--- src/rtl/dmem_arbiter_if.sv ---
`default_nettype none
// ============================================================================
// Module   : dmem_arbiter_if
// Brief    : Requester and memory-side signal bundle for the data-memory arbiter.
// Revision : 1.0 - initial release
// ============================================================================
interface dmem_arbiter_if #(
    parameter int AW = 32,
    parameter int DW = 32
);
    logic              m0_req;
    logic [DW/8-1:0]   m0_wa;
    logic [AW-1:0]     m0_addr;
    logic [DW-1:0]     m0_wdata;
    logic              m0_ack;
    logic [DW-1:0]     m0_rdata;

    logic              m1_req;
    logic [DW/8-1:0]   m1_wa;
    logic [AW-1:0]     m1_addr;
    logic [DW-1:0]     m1_wdata;
    logic              m1_ack;
    logic [DW-1:0]     m1_rdata;

    logic [DW/8-1:0]   mem_wa;
    logic [AW-1:0]     mem_addr;
    logic [DW-1:0]     mem_wdata;
    logic [DW-1:0]     mem_rdata;

    logic              busy;
    logic              owner;

    // Arbiter side
    modport slave (
        input  m0_req, m0_wa, m0_addr, m0_wdata,
        output m0_ack, m0_rdata,
        input  m1_req, m1_wa, m1_addr, m1_wdata,
        output m1_ack, m1_rdata,
        output mem_wa, mem_addr, mem_wdata,
        input  mem_rdata,
        output busy, owner
    );

    // Requester / memory-model side
    modport master (
        output m0_req, m0_wa, m0_addr, m0_wdata,
        input  m0_ack, m0_rdata,
        output m1_req, m1_wa, m1_addr, m1_wdata,
        input  m1_ack, m1_rdata,
        input  mem_wa, mem_addr, mem_wdata,
        output mem_rdata,
        input  busy, owner
    );
endinterface
`default_nettype wire

--- src/rtl/dmem_arbiter.sv ---
`default_nettype none
// ============================================================================
// Module   : dmem_arbiter
// Brief    : Two-master data-memory arbiter, m0 priority with m1 anti-starvation.
// Revision : 1.0 - initial release
// ============================================================================
module dmem_arbiter #(
    parameter int AW         = 32,
    parameter int DW         = 32,
    parameter int STARVE_LIM = 4
) (
    input  wire logic      clk,
    input  wire logic      rst,
    dmem_arbiter_if.slave  bus
);

    localparam int         c_bw    = DW / 8;
    localparam logic [3:0] c_lim   = 4'(STARVE_LIM);

    localparam logic [1:0] c_idle  = 2'd0;
    localparam logic [1:0] c_grant = 2'd1;
    localparam logic [1:0] c_resp  = 2'd2;

    logic [1:0]      r_state;
    logic [3:0]      r_starve;
    logic            r_owner;
    logic            r_busy;
    logic [c_bw-1:0] r_wa;
    logic [AW-1:0]   r_addr;
    logic [DW-1:0]   r_wdata;
    logic [DW-1:0]   r_m0_rdata;
    logic [DW-1:0]   r_m1_rdata;
    logic            r_m0_ack;
    logic            r_m1_ack;

    logic [1:0]      w_next;
    logic            w_start;
    logic            w_grant_m1;
    logic [3:0]      w_starve_next;
    logic [c_bw-1:0] w_mem_wa;

    always_comb begin
        w_next        = r_state;
        w_start       = 1'b0;
        w_grant_m1    = 1'b0;
        w_starve_next = r_starve;
        case (r_state)
            c_idle: begin
                if (bus.m0_req || bus.m1_req) begin
                    w_start = 1'b1;
                    w_next  = c_grant;
                    if (bus.m0_req && bus.m1_req) begin
                        if (r_starve == c_lim) begin
                            w_grant_m1    = 1'b1;
                            w_starve_next = 4'd0;
                        end else begin
                            w_starve_next = r_starve + 4'd1;
                        end
                    end else if (bus.m1_req) begin
                        w_grant_m1    = 1'b1;
                        w_starve_next = 4'd0;
                    end
                end
            end
            c_grant: w_next = c_resp;
            c_resp:  w_next = c_idle;
            default: w_next = c_idle;
        endcase
    end

    // Write enables are gated by rst directly so a reset landing on GRANT never commits.
    always_comb begin
        w_mem_wa = '0;
        if (r_state == c_grant && !rst) begin
            w_mem_wa = r_wa;
        end
    end

    always_ff @(posedge clk) begin
        if (rst) begin
            r_state    <= c_idle;
            r_starve   <= 4'd0;
            r_owner    <= 1'b0;
            r_busy     <= 1'b0;
            r_wa       <= '0;
            r_addr     <= '0;
            r_wdata    <= '0;
            r_m0_rdata <= '0;
            r_m1_rdata <= '0;
            r_m0_ack   <= 1'b0;
            r_m1_ack   <= 1'b0;
        end else begin
            r_state  <= w_next;
            r_starve <= w_starve_next;
            r_busy   <= (w_next != c_idle);
            if (w_start) begin
                r_owner <= w_grant_m1;
                r_wa    <= w_grant_m1 ? bus.m1_wa    : bus.m0_wa;
                r_addr  <= w_grant_m1 ? bus.m1_addr  : bus.m0_addr;
                r_wdata <= w_grant_m1 ? bus.m1_wdata : bus.m0_wdata;
            end
            if (r_state == c_grant && r_wa == '0) begin
                if (r_owner) begin
                    r_m1_rdata <= bus.mem_rdata;
                end else begin
                    r_m0_rdata <= bus.mem_rdata;
                end
            end
            r_m0_ack <= (r_state == c_grant) && !r_owner;
            r_m1_ack <= (r_state == c_grant) &&  r_owner;
        end
    end

    assign bus.mem_wa    = w_mem_wa;
    assign bus.mem_addr  = r_addr;
    assign bus.mem_wdata = r_wdata;
    assign bus.m0_ack    = r_m0_ack;
    assign bus.m1_ack    = r_m1_ack;
    assign bus.m0_rdata  = r_m0_rdata;
    assign bus.m1_rdata  = r_m1_rdata;
    assign bus.busy      = r_busy;
    assign bus.owner     = r_owner;

endmodule
`default_nettype wire

--- src/flat_wrapper.sv ---
// flat-port wrapper written by rule: the top's interface ports become plain ports
module dmem_arbiter_flat 
#(
    parameter int AW         = 32,
    parameter int DW         = 32,
    parameter int STARVE_LIM = 4
)
  (clk, rst, bus_m0_req, bus_m0_wa, bus_m0_addr, bus_m0_wdata, bus_m0_ack, bus_m0_rdata, bus_m1_req, bus_m1_wa, bus_m1_addr, bus_m1_wdata, bus_m1_ack, bus_m1_rdata, bus_mem_wa, bus_mem_addr, bus_mem_wdata, bus_mem_rdata, bus_busy, bus_owner);
  dmem_arbiter_if #(.AW(AW), .DW(DW)) bus_i ();
  input  wire logic clk;
  input  wire logic rst;
  input wire logic [$bits(bus_i.m0_req)-1:0] bus_m0_req;
  input wire logic [$bits(bus_i.m0_wa)-1:0] bus_m0_wa;
  input wire logic [$bits(bus_i.m0_addr)-1:0] bus_m0_addr;
  input wire logic [$bits(bus_i.m0_wdata)-1:0] bus_m0_wdata;
  output wire logic [$bits(bus_i.m0_ack)-1:0] bus_m0_ack;
  output wire logic [$bits(bus_i.m0_rdata)-1:0] bus_m0_rdata;
  input wire logic [$bits(bus_i.m1_req)-1:0] bus_m1_req;
  input wire logic [$bits(bus_i.m1_wa)-1:0] bus_m1_wa;
  input wire logic [$bits(bus_i.m1_addr)-1:0] bus_m1_addr;
  input wire logic [$bits(bus_i.m1_wdata)-1:0] bus_m1_wdata;
  output wire logic [$bits(bus_i.m1_ack)-1:0] bus_m1_ack;
  output wire logic [$bits(bus_i.m1_rdata)-1:0] bus_m1_rdata;
  output wire logic [$bits(bus_i.mem_wa)-1:0] bus_mem_wa;
  output wire logic [$bits(bus_i.mem_addr)-1:0] bus_mem_addr;
  output wire logic [$bits(bus_i.mem_wdata)-1:0] bus_mem_wdata;
  input wire logic [$bits(bus_i.mem_rdata)-1:0] bus_mem_rdata;
  output wire logic [$bits(bus_i.busy)-1:0] bus_busy;
  output wire logic [$bits(bus_i.owner)-1:0] bus_owner;
  assign bus_i.m0_req = bus_m0_req;
  assign bus_i.m0_wa = bus_m0_wa;
  assign bus_i.m0_addr = bus_m0_addr;
  assign bus_i.m0_wdata = bus_m0_wdata;
  assign bus_m0_ack = bus_i.m0_ack;
  assign bus_m0_rdata = bus_i.m0_rdata;
  assign bus_i.m1_req = bus_m1_req;
  assign bus_i.m1_wa = bus_m1_wa;
  assign bus_i.m1_addr = bus_m1_addr;
  assign bus_i.m1_wdata = bus_m1_wdata;
  assign bus_m1_ack = bus_i.m1_ack;
  assign bus_m1_rdata = bus_i.m1_rdata;
  assign bus_mem_wa = bus_i.mem_wa;
  assign bus_mem_addr = bus_i.mem_addr;
  assign bus_mem_wdata = bus_i.mem_wdata;
  assign bus_i.mem_rdata = bus_mem_rdata;
  assign bus_busy = bus_i.busy;
  assign bus_owner = bus_i.owner;
  dmem_arbiter #(.AW(AW), .DW(DW), .STARVE_LIM(STARVE_LIM)) u_core (.clk(clk), .rst(rst), .bus(bus_i));
endmodule
--- config.mk ---
export PLATFORM = sky130hd
export DESIGN_NAME = dmem_arbiter_flat
export DESIGN_NICKNAME = d
export VERILOG_FILES = /design/src/rtl/dmem_arbiter_if.sv /design/src/rtl/dmem_arbiter.sv /design/src/flat_wrapper.sv
export SDC_FILE = /design/constraint.sdc
export NUM_CORES = 1
export LEC_CHECK = 0
export CORE_ASPECT_RATIO = 1.4
export CORE_MARGIN = 1.5
export CORE_UTILIZATION = 38
export DETAILED_ROUTE_END_ITERATION = 8
export PLACE_DENSITY = 0.81
export SYNTH_ARGS = -nofsm -noshare
export SYNTH_HDL_FRONTEND = slang
export SYNTH_SLANG_ARGS = --single-unit
--- constraint.sdc ---
create_clock -name clk -period 2.2 [get_ports clk]
set_clock_uncertainty 0.15 [all_clocks]
set_input_delay 0.22 -clock clk [delete_from_list [all_inputs] [get_ports clk]]
set_output_delay 0.22 -clock clk [all_outputs]
set_load 0.01 [all_outputs]
==> summary.txt <==
Die
  – Die Ht: ~140 um
  – Core Region: 0.01385 mm2
  – Row Count: 51
  – Initial Util: 38.67%
  – Die Area: 0.01482 mm2
  – Die width: 103.3 um
  – Ports: 308

Logic synthesis
  – Post-Syn Area per Cell: 7.607 um2
  – Post-synth ARST share: 0%
  – Multiplexer share of the synthesized area: 0%
  – Main synth FF type: dfxtp_1
  – Most frequent cell after synthesis: nor2_1
  – Largest family of logic cells by synthesized area: simple AND/OR/NAND/NOR gates
  – Mapped cell area: 0.005355 mm2
  – Area fraction of the dominant cell type after synthesis: roughly 53%
  – Largest cells by area after synthesis: dfxtp_1, nor2_1, nand2_1, nor4_1, a21oi_1
  – Syn_nets: 878
  – Most instantiated cells after synthesis: nor2_1, dfxtp_1, nand2_1, a21oi_1, nor4_1
  – Post-synthesis cell count: 704
  – Synth area leader: dfxtp_1
  – EDFF count, synth: 0
  – Post-Synth Adder-Cell Area: 0.4673%
  – Simple-Gate Fraction of Synth Area: 34.84%
  – XOR/XNOR Fraction of Synth Area: 0%
  – Synth Area in Compound Gates: 7.290%
  – Yosys reg bits: 142
  – Synth cell types: 28
  – Sequential area share after synthesis: 53.08%
  – Synth warnings: 0

Cells and area
  – Area of the multi-input gates: approximately 0.0023 mm2
  – Share of post-route cells with drive strength above 1: between 5 and 6%
  – Layout area overhead: 73.86%
  – Filler cell count: 1164
  – Final Util: 67.24%
  – Final Non-Filler Cells: ~1200
  – Sequential Area: 0.002845 mm2
  – Ant. Diodes: 0
  – Final #Nets: 1172
  – Cell area after layout: 0.009310 mm2

Place
  – Placed cell area: 0.008642 mm2
  – Placed insts: 1162
  – Port Buffer Count: 307
  – Post-DP HPWL: 12990 um
  – Routability cong.: roughly 0.83

Routing
  – Routed vias: 5884
  – DRC Markers: 0
  – Initial DRC count: 165
  – Post-DRT Antenna Nets: 0
  – Detailed Route WL: 18590 um
  – DR WL/cell: 15.55 um
  – DRT Pass-1 Iters: 4
  – Vias/cell: 4.924

Min path
  – Min-delay src: bus_mem_rdata[5]
  – Hold endpoint: u_core.bus.m1_rdata[5]
  – Worst Hold Class: primary input to flop
  – Cell count of the worst hold path: 3

Pwr
  – PD cells: 775.1 mW/mm2
  – Leakage: 3.520 nW
  – VDD IR-drop max: 0.0004396 V
  – Design Power: 7.217 mW

STA
  – Final worst-path cycle share: 96.18%
  – Slew Limit Fails: 0
  – Fmax: 472.6 MHz
  – Worst-Margin Slew: 0.6810 ns
  – Fin Hold WS: 0.2395 ns
  – Setup violations, final: 0
  – Minimum clock period: ~2.1 ns
  – Max_slew headroom: a little over half
  – Final hold vios: 0

Setup path
  – R2R Setup Slk: between 0.08 and 0.09 ns
  – Reg-to-Reg Start: u_core.r_starve[1]
  – R2R depth: 7
  – Crit end category: flop
  – Maximum fanout along the worst path: 59
  – CP max-delay cell: a2111o_2
  – Critical Path AT: 2.23 ns
  – Reg2reg end: u_core.bus.mem_addr[21]
  – CP cell instances: inv_1 -> ha_1 -> and3b_1 -> a2111o_2 -> buf_12 -> nor2_1 -> nor4_1
  – Max stage delay on crit path: 0.52 ns
  – Req. time, crit path: ~2.3 ns
  – Startpoint type of the worst setup path: flop
  – Setup CP Type: flop to flop

GRT
  – Met1 Resource Use GR: 27.26%
  – Vias in the first global route: 5719
  – GR peak layer: met2
  – Initial antenna violation count: 0
  – Met2 GRT Util: 43.18%
  – Largest net degree at the start of global routing: 140
  – Total track usage: 24.63%
  – M3 GR Usage: 7.636%
  – Total grt overflow: 0
  – First-pass GRT wire length: ~28000 um

Clock network
  – CTS buffer count: 17
  – Clock root buffer: clkbuf_16
  – Clk slew on worst S/H paths: 0.06 ns
  – Clock H-tree levels: 4
  – Worst-case clock buffer depth: 2
  – CTS tree: done
  – Worst skew pair latency: 0.41 ns
  – Sink Count: 142

Run status
  – Status: finished clean

Job
  – Max-cap viol count: 0
[power by group]
group | switching (mW) | total, mW | internal, mW
Sequential | 0.105 | 2.86 | 2.76
Clock | 1.13 | 3.04 | 1.91
Combinational | 0.579 | 1.31 | 0.735
[how the worst max path moves through the flow]
stage               depth (start not counted)  slack [ns]          startpoint                  endpoint
floorplan                                   8        0.24  u_core.r_starve[0]   u_core.bus.mem_addr[21]
global placement                            7        0.17  u_core.r_starve[0]  u_core.bus.mem_wdata[23]
detailed placement                          7        0.11          bus_m1_req    u_core.bus.mem_addr[9]
CTS                                         7        0.10  u_core.r_starve[0]   u_core.bus.mem_addr[10]
global route                                7       -0.01  u_core.r_starve[1]   u_core.bus.mem_addr[30]
finish                                      7        0.08  u_core.r_starve[1]   u_core.bus.mem_addr[21]
[cells in the final DEF (no fill, tap or decap), types with 4 or more instances in the layout]
master / synthesis / final
a21oi_1: 68 / 68
and2_1: 6 / 7
buf_12: 0 / 7
buf_4: 1 / 11
bufinv_16: 0 / 4
clkbuf_16: 0 / 17
clkdlybuf4s50_1: 0 / 302
dfxtp_1: 142 / 140
dlygate4sd2_1: 0 / 4
nand2_1: 134 / 134
nor2_1: 206 / 202
nor2_2: 0 / 4
nor4_1: 68 / 68
[area by class of cell]
class | instances | share of cell area, %
multi-input cells | 509 | 24.84
flip-flops and latches | 142 | 30.56
clock inverters | 12 | 2.002
inverters | 3 | 0.1210
repair buffers | 325 | 35.34
clock buffers | 19 | 4.650
well taps | 185 | 2.486
[metal layers]
| metal | share of wire (%) | wire length, um | up-vias |
|---|---|---|---|
| met5 | 0 | 0 | - |
| met4 | 2.6 | 474 | 0 |
| met3 | 8.1 | 1500 | 28 |
| met2 | 52 | 9611 | 252 |
| met1 | 38 | 7002 | 2699 |
| li1 | - | - | 2905 |
[repair_timing]
item | 4_1_cts | 5_1_grt
hold buffers | 1 | 0
buffers inserted | 0 | 1
endpoints found under the hold margin | 1 | 0
endpoints found under the setup margin | 4 | 9
pin swaps | 0 | 1
gates resized for setup | 7 | 5
[logic make-up (layout without fill, tap and decap cells)]
| kind of cell | Yosys count | after routing |
|---|---|---|
| and+or+nand+nor | 432 | 432 |
| DFF | 142 | 142 |
| AOI/OAI and AO/OA | 75 | 75 |
| buffers and inverters | 53 | 359 |
| adders and majority gates | 2 | 2 |
[critical path, delay by kind of cell (launching register included)]
family	cells	cell delay (ns)
adders and majority gates	1	0.18
DFF	1	0.37
buffers and inverters	2	0.26
AOI/OAI and AO/OA	1	0.52
and+or+nand+nor	3	0.44
[state kept, by name, indices dropped and copies added, names as in the netlist, 2 cells and up]
name / flops
u_core.bus.m1_rdata: 32
u_core.bus.m0_rdata: 32
u_core.bus.mem_addr: 32
u_core.bus.mem_wdata: 32
u_core.r_state: 2
u_core.r_starve: 4
u_core.r_wa: 4
[metrics by stage]
stage	TNS [ns]	setup slack [ns]
after floorplan	0	0.2415
after global placement	0	0.1740
after detailed placement	0	0.1054
after CTS	0	0.1007
after global routing	-0.01612	-0.01013
final	0	0.08407
Power figures use the tool's default switching activity.
